===== src/rtl/uart_prog_loader.sv =====
// UART program loader: receives 8N1 bytes, stores opcodes,
// pads the rest of program memory with zeros after the terminator.
module uart_prog_loader #(
  parameter int         PROG_ADDR_WIDTH = 14,
  parameter int         PROG_LEN        = 16383,
  parameter int         CLKS_PER_BIT    = 104,
  parameter logic [7:0] TERM_BYTE       = 8'h21
) (
  input  logic                       clk,
  input  logic                       resetn,
  input  logic                       load_req,
  input  logic                       uart_rx,
  output logic                       prog_we,
  output logic [PROG_ADDR_WIDTH-1:0] prog_addr,
  output logic [7:0]                 prog_wr,
  output logic                       loaded,
  output logic                       loading,
  output logic                       overflow,
  output logic                       frame_err
);

  localparam int AW = PROG_ADDR_WIDTH;
  localparam int CW = $clog2(CLKS_PER_BIT + 1);
  localparam logic [CW-1:0] FULL = CW'(CLKS_PER_BIT - 1);
  localparam logic [CW-1:0] HALF = CW'(CLKS_PER_BIT / 2 - 1);
  localparam logic [AW:0]   LEN  = (AW + 1)'(PROG_LEN);

  typedef enum logic [2:0] {
    S_IDLE,
    S_RX_WAIT,
    S_RX_START,
    S_RX_DATA,
    S_RX_STOP,
    S_WRITE,
    S_PAD,
    S_DONE
  } state_e;

  state_e          state_q;
  logic            rx_meta_q;
  logic            rx_q;
  logic [CW-1:0]   cnt_q;
  logic [2:0]      bit_q;
  logic [7:0]      shift_q;
  logic [AW:0]     wptr_q;
  logic            we_q;
  logic [AW-1:0]   addr_q;
  logic [7:0]      wr_q;
  logic            loaded_q;
  logic            ovf_q;
  logic            ferr_q;

  function automatic logic is_op(input logic [7:0] b);
    logic r;
    r = 1'b0;
    case (b)
      8'h2B, 8'h2D, 8'h3C, 8'h3E,
      8'h2E, 8'h2C, 8'h5B, 8'h5D: r = 1'b1;
      default: r = 1'b0;
    endcase
    return r;
  endfunction

  always_ff @(posedge clk or negedge resetn) begin
    if (!resetn) begin
      state_q   <= S_IDLE;
      rx_meta_q <= 1'b1;
      rx_q      <= 1'b1;
      cnt_q     <= '0;
      bit_q     <= '0;
      shift_q   <= '0;
      wptr_q    <= '0;
      we_q      <= 1'b0;
      addr_q    <= '0;
      wr_q      <= '0;
      loaded_q  <= 1'b0;
      ovf_q     <= 1'b0;
      ferr_q    <= 1'b0;
    end else begin
      rx_meta_q <= uart_rx;
      rx_q      <= rx_meta_q;
      we_q      <= 1'b0;
      unique case (state_q)
        S_IDLE: begin
          if (load_req) begin
            loaded_q <= 1'b0;
            ovf_q    <= 1'b0;
            ferr_q   <= 1'b0;
            wptr_q   <= '0;
            state_q  <= S_RX_WAIT;
          end
        end
        S_RX_WAIT: begin
          if (!rx_q) begin
            cnt_q   <= '0;
            bit_q   <= '0;
            state_q <= S_RX_START;
          end
        end
        S_RX_START: begin
          if (cnt_q == HALF) begin
            cnt_q   <= '0;
            state_q <= rx_q ? S_RX_WAIT : S_RX_DATA;
          end else begin
            cnt_q <= cnt_q + 1'b1;
          end
        end
        S_RX_DATA: begin
          if (cnt_q == FULL) begin
            cnt_q   <= '0;
            shift_q <= {rx_q, shift_q[7:1]};
            bit_q   <= bit_q + 3'd1;
            if (bit_q == 3'd7) state_q <= S_RX_STOP;
          end else begin
            cnt_q <= cnt_q + 1'b1;
          end
        end
        S_RX_STOP: begin
          if (cnt_q == FULL) begin
            cnt_q <= '0;
            if (rx_q) begin
              state_q <= S_WRITE;
            end else begin
              ferr_q  <= 1'b1;
              state_q <= S_RX_WAIT;
            end
          end else begin
            cnt_q <= cnt_q + 1'b1;
          end
        end
        S_WRITE: begin
          state_q <= S_RX_WAIT;
          if (shift_q == TERM_BYTE) begin
            state_q <= S_PAD;
          end else if (is_op(shift_q)) begin
            if (wptr_q < LEN) begin
              we_q   <= 1'b1;
              addr_q <= wptr_q[AW-1:0];
              wr_q   <= shift_q;
              wptr_q <= wptr_q + 1'b1;
            end else begin
              ovf_q <= 1'b1;
            end
          end
        end
        S_PAD: begin
          if (wptr_q < LEN) begin
            we_q   <= 1'b1;
            addr_q <= wptr_q[AW-1:0];
            wr_q   <= 8'h00;
            wptr_q <= wptr_q + 1'b1;
          end else begin
            state_q <= S_DONE;
          end
        end
        S_DONE: begin
          loaded_q <= 1'b1;
          state_q  <= S_IDLE;
        end
        default: state_q <= S_IDLE;
      endcase
    end
  end

  assign prog_we   = we_q;
  assign prog_addr = addr_q;
  assign prog_wr   = wr_q;
  assign loaded    = loaded_q;
  assign loading   = (state_q != S_IDLE);
  assign overflow  = ovf_q;
  assign frame_err = ferr_q;

endmodule


===== config.mk =====
export PLATFORM = sky130hd
export DESIGN_NAME = uart_prog_loader
export DESIGN_NICKNAME = d
export VERILOG_FILES = /design/src/rtl/uart_prog_loader.sv
export SDC_FILE = /design/constraint.sdc
export NUM_CORES = 1
export LEC_CHECK = 0
export BUFFER_PORTS_ARGS = -buffer_cell sky130_fd_sc_hd__buf_2
export CORE_AREA = 4 4 94 96
export DETAILED_ROUTE_END_ITERATION = 10
export DIE_AREA = 0 0 98 100
export PLACE_DENSITY = 0.6
export REMOVE_ABC_BUFFERS = 1
export SYNTH_ARGS = -nofsm -noshare
export SYNTH_HDL_FRONTEND = slang
export SYNTH_SLANG_ARGS = --single-unit
export TNS_END_PERCENT = 10

===== constraint.sdc =====
create_clock -name clk -period 2.1 [get_ports clk]
set_input_delay 0.315 -clock clk [delete_from_list [all_inputs] [get_ports clk]]
set_output_delay 0.315 -clock clk [all_outputs]
set_load 0.02 [all_outputs]

After elaboration in Yosys (flattened, before gate mapping)
Index checks and enable logic that the tools add are counted.
- bits in registers: 64
- input bits: 4
- output and inout port bits: 27
- logic and storage cells: 118
- add/subtract/negate cells: 3
- magnitude comparators: 1
- eq/ne operators: 32
- muxes and demuxes: 48
- reduce and logical (&&, ||, !) cells: 21
- operators by type and width (operator ; number):
    2-to-1 mux 15 bit ; 4
    equality test 8 x 6 -> 1 bit, second input constant ; 7
    one-hot mux 15 bit (3 select lines) ; 1
    2-to-1 mux 14 bit ; 3
    2-to-1 mux 3 bit ; 11
    2-to-1 mux 8 bit ; 4
    one-hot mux 14 bit (2 select lines) ; 1
    inequality test 2 bit, second input constant ; 13
    one-hot mux 3 bit (8 select lines) ; 1
    2-to-1 mux 7 bit ; 3
    one-hot mux 7 bit (3 select lines) ; 1
    equality test 8 x 7 -> 1 bit, second input constant ; 2
    one-hot mux 8 bit (2 select lines) ; 1
    adder 15 x 1 -> 15 bit, second input constant ; 1
    equality test 3 bit, second input constant ; 5
    < comparator 15 x 14 -> 1 bit, second input constant ; 1
    2-to-1 mux 1 bit ; 12
    AND reduction 5 bit ; 2
    nonzero test 2 bit ; 5
    nonzero test 3 bit ; 3
    one-hot mux 1 bit (2 select lines) ; 4
    AND reduction 4 bit ; 2
    OR reduction 8 bit ; 1
    adder 7 x 1 -> 7 bit, second input constant ; 1
    other kinds (12) ; 16

Logic depth before layout (Yosys ltp)
Gate-level depths: netlist (run 1).
- word-level depth: 8
- gate-level depth with buffers: 9
- mapped depth without buffers: 7

Worst setup path after synthesis (run 1)
No wires, ideal clock.
- kind: flip-flop to flip-flop
- start point: register cnt_q[0]
- end point: register shift_q[5]
- setup time: 125 ps
- arrival: 1878 ps
- data required time: 1975 ps
- path slack: 97 ps
- cell stages (with the launch flop): 8
- buffers on the path: 2
- period minus slack after synthesis: 2003 ps
- cell sequence: dfrtp_1 > ha_1 > and3b_2 > and4b_1 > buf_6 > nand3_1 > buf_2 > mux2_2
- cells in the longest elaborated chain, start to end: 2
- RTL lines (what ; line ; text):
    from (decl) ; 42 ; logic [CW-1:0] cnt_q;
    from (signal assigned) ; 105 ; cnt_q <= cnt_q + 1'b1;
    from (signal assigned) ; 115 ; cnt_q <= cnt_q + 1'b1;
    from (signal assigned) ; 128 ; cnt_q <= cnt_q + 1'b1;
    equality test 7 bit ; 109 ; if (cnt_q == FULL) begin
    AND reduction 2 bit (no line) ; n/a ;
    to (signal assigned) ; 111 ; shift_q <= {rx_q, shift_q[7:1]};
    to (decl) ; 44 ; logic [7:0] shift_q;
Every way passes these cells.
A chain may end at the register's enable or synchronous reset.

Worst setup path after layout (run 1)
- start point: register cnt_q[1]
- end point: register state_q[1]
- cells in the longest elaborated chain, start to end: 3
- elaborated cells on any way between the ends: 6
- those cells by class: 5 x eq/ne; 1 x reduce/logical
- RTL lines (what ; line ; text):
    equality test 7 bit / equality test 7 x 6 -> 1 bit (equally long branches) ; 109, 119, 101 ;
    inequality test 2 bit (no line) ; n/a ;
    AND reduction 7 bit (no line) (*) ; n/a ;
    to (signal assigned) ; 103 ; state_q <= rx_q ? S_RX_WAIT : S_RX_DATA;
    to (decl) ; 39 ; state_e state_q;
Every way passes the cells marked *; elsewhere a longest branch is shown, timed or not.

==> results.yml, run 1 <==
run_status:
  status: "finished clean"
drt:
  drc: 0
  wl_per_cell_um: 13.6
  vias: 2500
  ant_nets: 0
  via_per_inst: 5.15
  drt_pass1_iterations: 4
  totalWireLength_mm: 6.60
  drtIter0Drc: 102
layout:
  diodes: 0
  final_layout_size_suffix_gt1_frac: 0.239
  stdcell_area_sq_mm: 0.00375
  syn_to_final_growth_pct: 20.1
  fill_cells: 772
  fin_nets: 383
timing:
  min_period_ps: 2010
  setup_viol: 0
  hold_viol_final: 0
  finClkSkew_ps: 8.87
  rsz0062_at_grt: "yes"
  tightest_slew_ps: 499
  slew-limit-headroom: 0.667
  timing.final.ws_setup_ps: 89.7
  fmax_mhz: 497
  report.final.slew_viol_count: 0
  final.period_utilization: 0.957
  hold_ws_ps: 74.7
  setup_tns_ps: 0
global_routing:
  globalRouteOverflowTotal: 0
  grt_util_all_layers: 0.146
  antenna_found_initial: 0
  grt_pass1_wl_mm: 11.6
  grt_pass1_vias: 2543
  grt_max_degree: 27
floorplan:
  die_area_sq_mm: 0.00980
  die_w_um: 98
  io_pins: 31
  num_rows: 33
  dieHeight_um: 100
  fp.coreArea_sq_mm: 0.00805
  start_util: 0.388
placed_design:
  placed_area_sq_mm: 0.00350
  dp_slack_ps: 93.4
  port-buffer-count: 30
  gp_congestion: 0.777
  hpwl_mm: 4.70
setup_path:
  critPathMaxFanout: 5
  start_kind: "flip-flop"
  crit_path_end_kind: "flip-flop"
  arrival_ps: 2290
  cp.required_ps: 2380
  crit_type: "reg -> reg"
yosys:
  synth-seq-cells: 64
  ys.flop_type: "dfrtp_1"
  synthesis.instances: 325
  synth_edf_count: 0
  netlist_area_sq_mm: 0.00313
  netlist-cell-type-count: 56
  ys_async_sr_fraction: 1.00
  ys_warn_count: 0
  postSynthAreaPerCell_sq_um: 9.62
  ys_seq_area_frac: 0.513
clocking:
  cts_tree: "yes"
  cts_root_buf: "clkbuf_8"
  clk_pin_slew_ps: 70
  htreeDepth: 3
  clockBufferDepth: 2
  cts_sinks: 64
  postCtsSetupBuffers: 0
  clk-insertion-delay-late_ps: 340
  numCtsBuffers: 9
worst_hold_path:
  hold_class: "in -> reg"
run:
  cap_violations: 0
power:
  cellLeakagePower_nw: 1.86
  finalPower_mw: 3.94
  power.density_mw_per_mm2: 1050
  peakVddDrop_mv: 0.518
==> Yosys cell counts, types with 3 or more instances <==
cell	instances	area, sq um
nand3_1	15	75.1
mux2i_1	5	50.1
o21ai_0	27	135
buf_2	6	30.0
inv_1	5	18.8
nand4_1	4	25.0
nor3_1	4	20.0
ha_1	4	50.1
nand2b_1	4	25.0
mux2_2	8	90.1
a21o_1	3	22.5
or3_1	5	31.3
clkbuf_1	5	18.8
a21oi_1	11	55.1
dfrtp_1	62	1550
o21a_1	3	22.5
nor2_1	16	60.1
a31oi_1	6	37.5
and3_1	3	18.8
nand2_1	76	285
nor3b_1	4	30.0
xor2_1	3	26.3
==> path summary, 6_finish.rpt <==
| path | from | endpoint | slack [ps] | depth (start not counted) |
|---|---|---|---|---|
| max | cnt_q[1]$_DFFE_PN0P_ | state_q[1]$_DFFE_PN0P_ | 90 | 7 |
| min in group asynchronous | resetn | prog_we$_DFF_PN0_ | 470 | 2 |
| max in group asynchronous | resetn | shift_q[3]$_DFFE_PN0P_ | 910 | 3 |
| min reg2reg | rx_meta_q$_DFF_PN1_ | rx_q$_DFF_PN1_ | 360 | 0 |
| max reg2reg | cnt_q[1]$_DFFE_PN0P_ | state_q[1]$_DFFE_PN0P_ | 90 | 7 |
| min | uart_rx | rx_meta_q$_DFF_PN1_ | 70 | 1 |
==> critical path, cell delays in order (launching register included) <==
cell and delay, ps:
dfrtp_1 380, ha_1 170, and3b_2 210, and4b_2 290, a21oi_2 70, or3_4 350
a2111oi_2 330, a211o_1 150
==> sequential cells by signal (all words and copies together), names as in the netlist, 3 cells and up <==
| register | cells |
|---|---|
| cnt_q | 7 |
| bit_q | 3 |
| state_q | 3 |
| shift_q | 8 |
| wptr_q | 15 |
| prog_addr | 14 |
| prog_wr | 8 |
==> cells in the final DEF (no fill, tap or decap), types with 2 or more instances in the layout <==
cell       Yosys  routed
nor3b_1        4       4
a211o_1        2       2
mux2i_1        5       5
a21o_1         3       3
buf_4          0      22
o21bai_1       2       2
inv_1          5       5
nor2_1        16      16
and3_1         3       3
o21ai_0       27      27
nor3_1         4       3
a22oi_1        2       2
o21a_1         3       3
ha_1           4       4
nand4_1        4       4
bufinv_16      0       2
dfrtp_1       62      62
nand2_1       76      76
and2_1         2       2
clkinv_2       0       2
a21oi_1       11      11
clkbuf_8       0      12
a22o_1         2       2
or3_1          5       5
xor2_1         3       3
and4_1         2       2
dfstp_2        2       2
a32o_1         2       2
a21oi_2        2       2
a31oi_1        6       6
a41oi_1        2       2
buf_2          6      30
nand3_1       15      15
mux2_2         8       8
xnor2_1        2       2
nand2b_1       4       4
==> power breakdown <==
| group | internal (mW) | switching, mW |
|---|---|---|
| Sequential | 1.36 | 0.120 |
| Combinational | 0.512 | 0.699 |
| Clock | 0.768 | 0.483 |
==> through the flow <==
step / utilization / cells
detailed placement: 0.434 / 468
global placement: 0.434 / 468
CTS: 0.465 / 485
finish: 0.466 / 485
floorplan: - / 311
global route: 0.466 / 485
==> area by class of cell <==
type | count | area [sq um] | area share
clock buffer | 12 | 165 | 0.0440
clock inverter | 4 | 73.8 | 0.0197
sequential | 64 | 1600 | 0.427
multi-input combinational | 241 | 1430 | 0.381
timing repair buffer | 53 | 325 | 0.0867
inverter | 6 | 23.8 | 0.00633
tap | 105 | 131 | 0.0350
==> timing repair <==
action | in CTS | in global routing
hold buffers | 1 | 0
endpoints found under the hold margin | 20 | 0
endpoints found under the setup margin | 0 | 17
resized for setup | 0 | 3
==> routing by layer <==
metal  vias up  global-route usage  wire, um
met1      1195               0.177      2940
met3        10              0.0375       260
met4         0              0.0639        93
li1       1252                   -         -
met5         -                   0         0
met2        43               0.245      3300
==> kinds of logic (layout without fill, tap and decap cells) <==
| kind of cell | Yosys count | in the layout | synth area share |
|---|---|---|---|
| AOI/OAI and AO/OA | 72 | 72 | 0.151 |
| xor gates and xnor gates | 5 | 5 | 0.0140 |
| adders and majority gates | 4 | 4 | 0.0160 |
| buffers and inverters | 20 | 75 | 0.0312 |
| DFF | 64 | 64 | 0.513 |
| muxes | 13 | 13 | 0.0448 |
| and+or+nand+nor | 147 | 147 | 0.229 |
Note: power is estimated with default switching activity, not from simulation.
==> run 2: changes to the inputs <==
--- a/config.mk
+++ b/config.mk
@@ -9,7 +9,7 @@
 export CORE_AREA = 4 4 94 96
 export DETAILED_ROUTE_END_ITERATION = 10
 export DIE_AREA = 0 0 98 100
-export PLACE_DENSITY = 0.6
+export PLACE_DENSITY = 0.58
 export REMOVE_ABC_BUFFERS = 1
 export SYNTH_ARGS = -nofsm -noshare
 export SYNTH_HDL_FRONTEND = slang
==> constraint.sdc (replaced) <==
create_clock -name clk -period 1.87 [get_ports clk]
set_input_delay 0.2805 -clock clk [delete_from_list [all_inputs] [get_ports clk]]
set_output_delay 0.2805 -clock clk [all_outputs]
set_load 0.02 [all_outputs]
==> run 2 against run 1 <==
  * The run now ends with setup timing left
  * Setup slack got worse by 110 ps
  * Die area did not move
  * Highest routed layer unchanged
  * Critical endpoint is now state_q[0]$_DFFE_PN0P_
  * First-iteration DRC count fell by 6.9%
==> results.yml, run 2 (synthesis gave the netlist of run 1 again) <==
global_routing:
  grt_util_all_layers: 0.148
  grt_pass1_vias: 2518
  grt_max_degree: 39
  globalRouteOverflowTotal: 0
  antenna_found_initial: 0
  grt_pass1_wl_mm: 11.6
clocking:
  clk-insertion-delay-late_ps: 340
  clockBufferDepth: 2
  cts_sinks: 64
  clk_pin_slew_ps: 70
  cts_root_buf: "clkbuf_8"
  cts_tree: "yes"
  numCtsBuffers: 9
  htreeDepth: 3
layout:
  syn_to_final_growth_pct: 29.6
  final_layout_size_suffix_gt1_frac: 0.306
  diodes: 0
  mostFrequentLayoutCell: "nand2_1"
  top_register: "wptr_q"
  fin_cells: 513
  largest_reg_flops: 15
  final_cell_mix: "nand2_1 (76), dfrtp_1 (62), buf_4 (46), buf_2 (30), o21ai_0 (22)"
  fin_nets: 412
setup_path:
  start_kind: "flip-flop"
  path_cells: "ha_2 > and3b_2 > and4b_2 > buf_4 > mux2i_2 > a211oi_2 > or3_1"
  worstSetupPathDepth: 7
  startpoint: "cnt_q[0]$_DFFE_PN0P_"
  cp_num_buf_inv: 1
  cp.required_ps: 2080
  critPathMaxFanout: 4
  rrSetupSlack_ps: -20
  endpoint: "state_q[0]$_DFFE_PN0P_"
  reg2reg_depth: 7
  slowest_stage: "dfrtp_1"
  cp_top_family: "simple AND/OR/NAND/NOR gates"
  crit_type: "reg -> reg"
  max_stage_delay_ps: 390
  timing.rr.start: "cnt_q[0]$_DFFE_PN0P_"
  arrival_ps: 2100
  crit_path_end_kind: "flip-flop"
  r2r-end: "state_q[0]$_DFFE_PN0P_"
timing:
  fmax_mhz: 530
  finClkSkew_ps: 11.8
  slew-limit-headroom: 0.660
  rsz0062_at_grt: "yes"
  final.period_utilization: 1.01
  report.final.slew_viol_count: 0
  min_period_ps: 1890
  setup_viol: 1
  timing.final.ws_setup_ps: -16.7
  tightest_slew_ps: 507
  hold_viol_final: 0
floorplan:
  io_pins: 31
  die_area_sq_mm: 0.00980
  dieHeight_um: 100
  fp.coreArea_sq_mm: 0.00805
  start_util: 0.388
  num_rows: 33
  die_w_um: 98
drt:
  vias: 2622
  drc: 0
  ant_nets: 0
  totalWireLength_mm: 6.85
  drtIter0Drc: 95
  drt_pass1_iterations: 4
  wl_per_cell_um: 13.4
  via_per_inst: 5.11
run_status:
  violations: "setup timing"
  status: "complete, but fails checks"
power:
  power.density_mw_per_mm2: 1130
  cellLeakagePower_nw: 2.03
  peakVddDrop_mv: 0.556
placed_design:
  dp_slack_ps: -81.7
  gp_congestion: 0.826
  port-buffer-count: 30
  hpwl_mm: 4.79
  placed_cells: 491
run:
  cap_violations: 0
worst_hold_path:
  hold_class: "in -> reg"
[run 2: cell types whose count changed in the layout (fill, tap and decap cells not counted), moves of 2 or more]
cell,change
buf_4,+24
o21ai_0,-5
o21ai_1,+5
buf_12,+4
nor3b_1,-3
nor3b_2,+3
clkbuf_8,-2
[run 2: worst min path at each step]
stage	startpoint	to	slack, ps	depth (start not counted)
global route	uart_rx	rx_meta_q$_DFF_PN1_	10	1
finish	uart_rx	rx_meta_q$_DFF_PN1_	40	1
CTS	uart_rx	rx_meta_q$_DFF_PN1_	20	1
detailed placement	resetn	prog_we$_DFF_PN0_	200	1
global placement	resetn	prog_we$_DFF_PN0_	200	1
floorplan	resetn	bit_q[0]$_DFFE_PN0P_	-20	0
[run 2: power by group]
group          switching [mW]  leakage, nW  internal [mW]  total (mW)
sequential             0.0931        0.876           1.53        1.62
clock                   0.554        0.108          0.780        1.33
combinational           0.894         1.04          0.742        1.64
total                    1.54         2.03           3.05        4.59
[run 2: layout make-up]
class / count / area [sq um]
clock buffers: 10 / 138
well taps: 105 / 131
inverters: 6 / 25.0
clock inverters: 5 / 81.3
flip-flops and latches: 64 / 1600
multi-input cells: 241 / 1470
repair buffers: 82 / 597
fillers: 762 / 4000
[run 2: repair_timing]
| action | CTS | global route |
|---|---|---|
| resized for setup | 5 | 12 |
| endpoints found under the hold margin | 11 | 0 |
| pin swaps | 7 | 13 |
| buffers inserted | 2 | 4 |
| endpoints found under the setup margin | 6 | 35 |
| hold buffers | 1 | 0 |
[run 2: routing by layer]
layer	wire length, um	track usage
met1	3240	0.186
met3	224	0.0445
met5	0	0
met2	3300	0.240
met4	95	0.0596
[run 2: worst reg2reg max path, delay by kind of cell (launching register included)]
kind                       cells  cell delay, ps
AOI/OAI and AO/OA              1              90
adders and majority gates      1             190
buffers and inverters          1             150
DFF                            1             390
muxes                          1             180
and+or+nand+nor                3             760
[run 2: per-stage QoR]
stage / area, sq um / hold slack [ps] / setup TNS, ps / power, mW / utilization
after detailed placement: 3720 / 201 / -132 / 3.17 / 0.462
after global placement: 3720 / 198 / -65.7 / 3.16 / 0.462
after floorplan: 3050 / -15.1 / -7480 / 2.52 / -
final: 4050 / 38.5 / -16.7 / 4.59 / 0.503
after CTS: 3990 / 21.2 / -22.0 / 4.57 / 0.495
after global routing: 4050 / 13.7 / -971 / 4.89 / 0.503
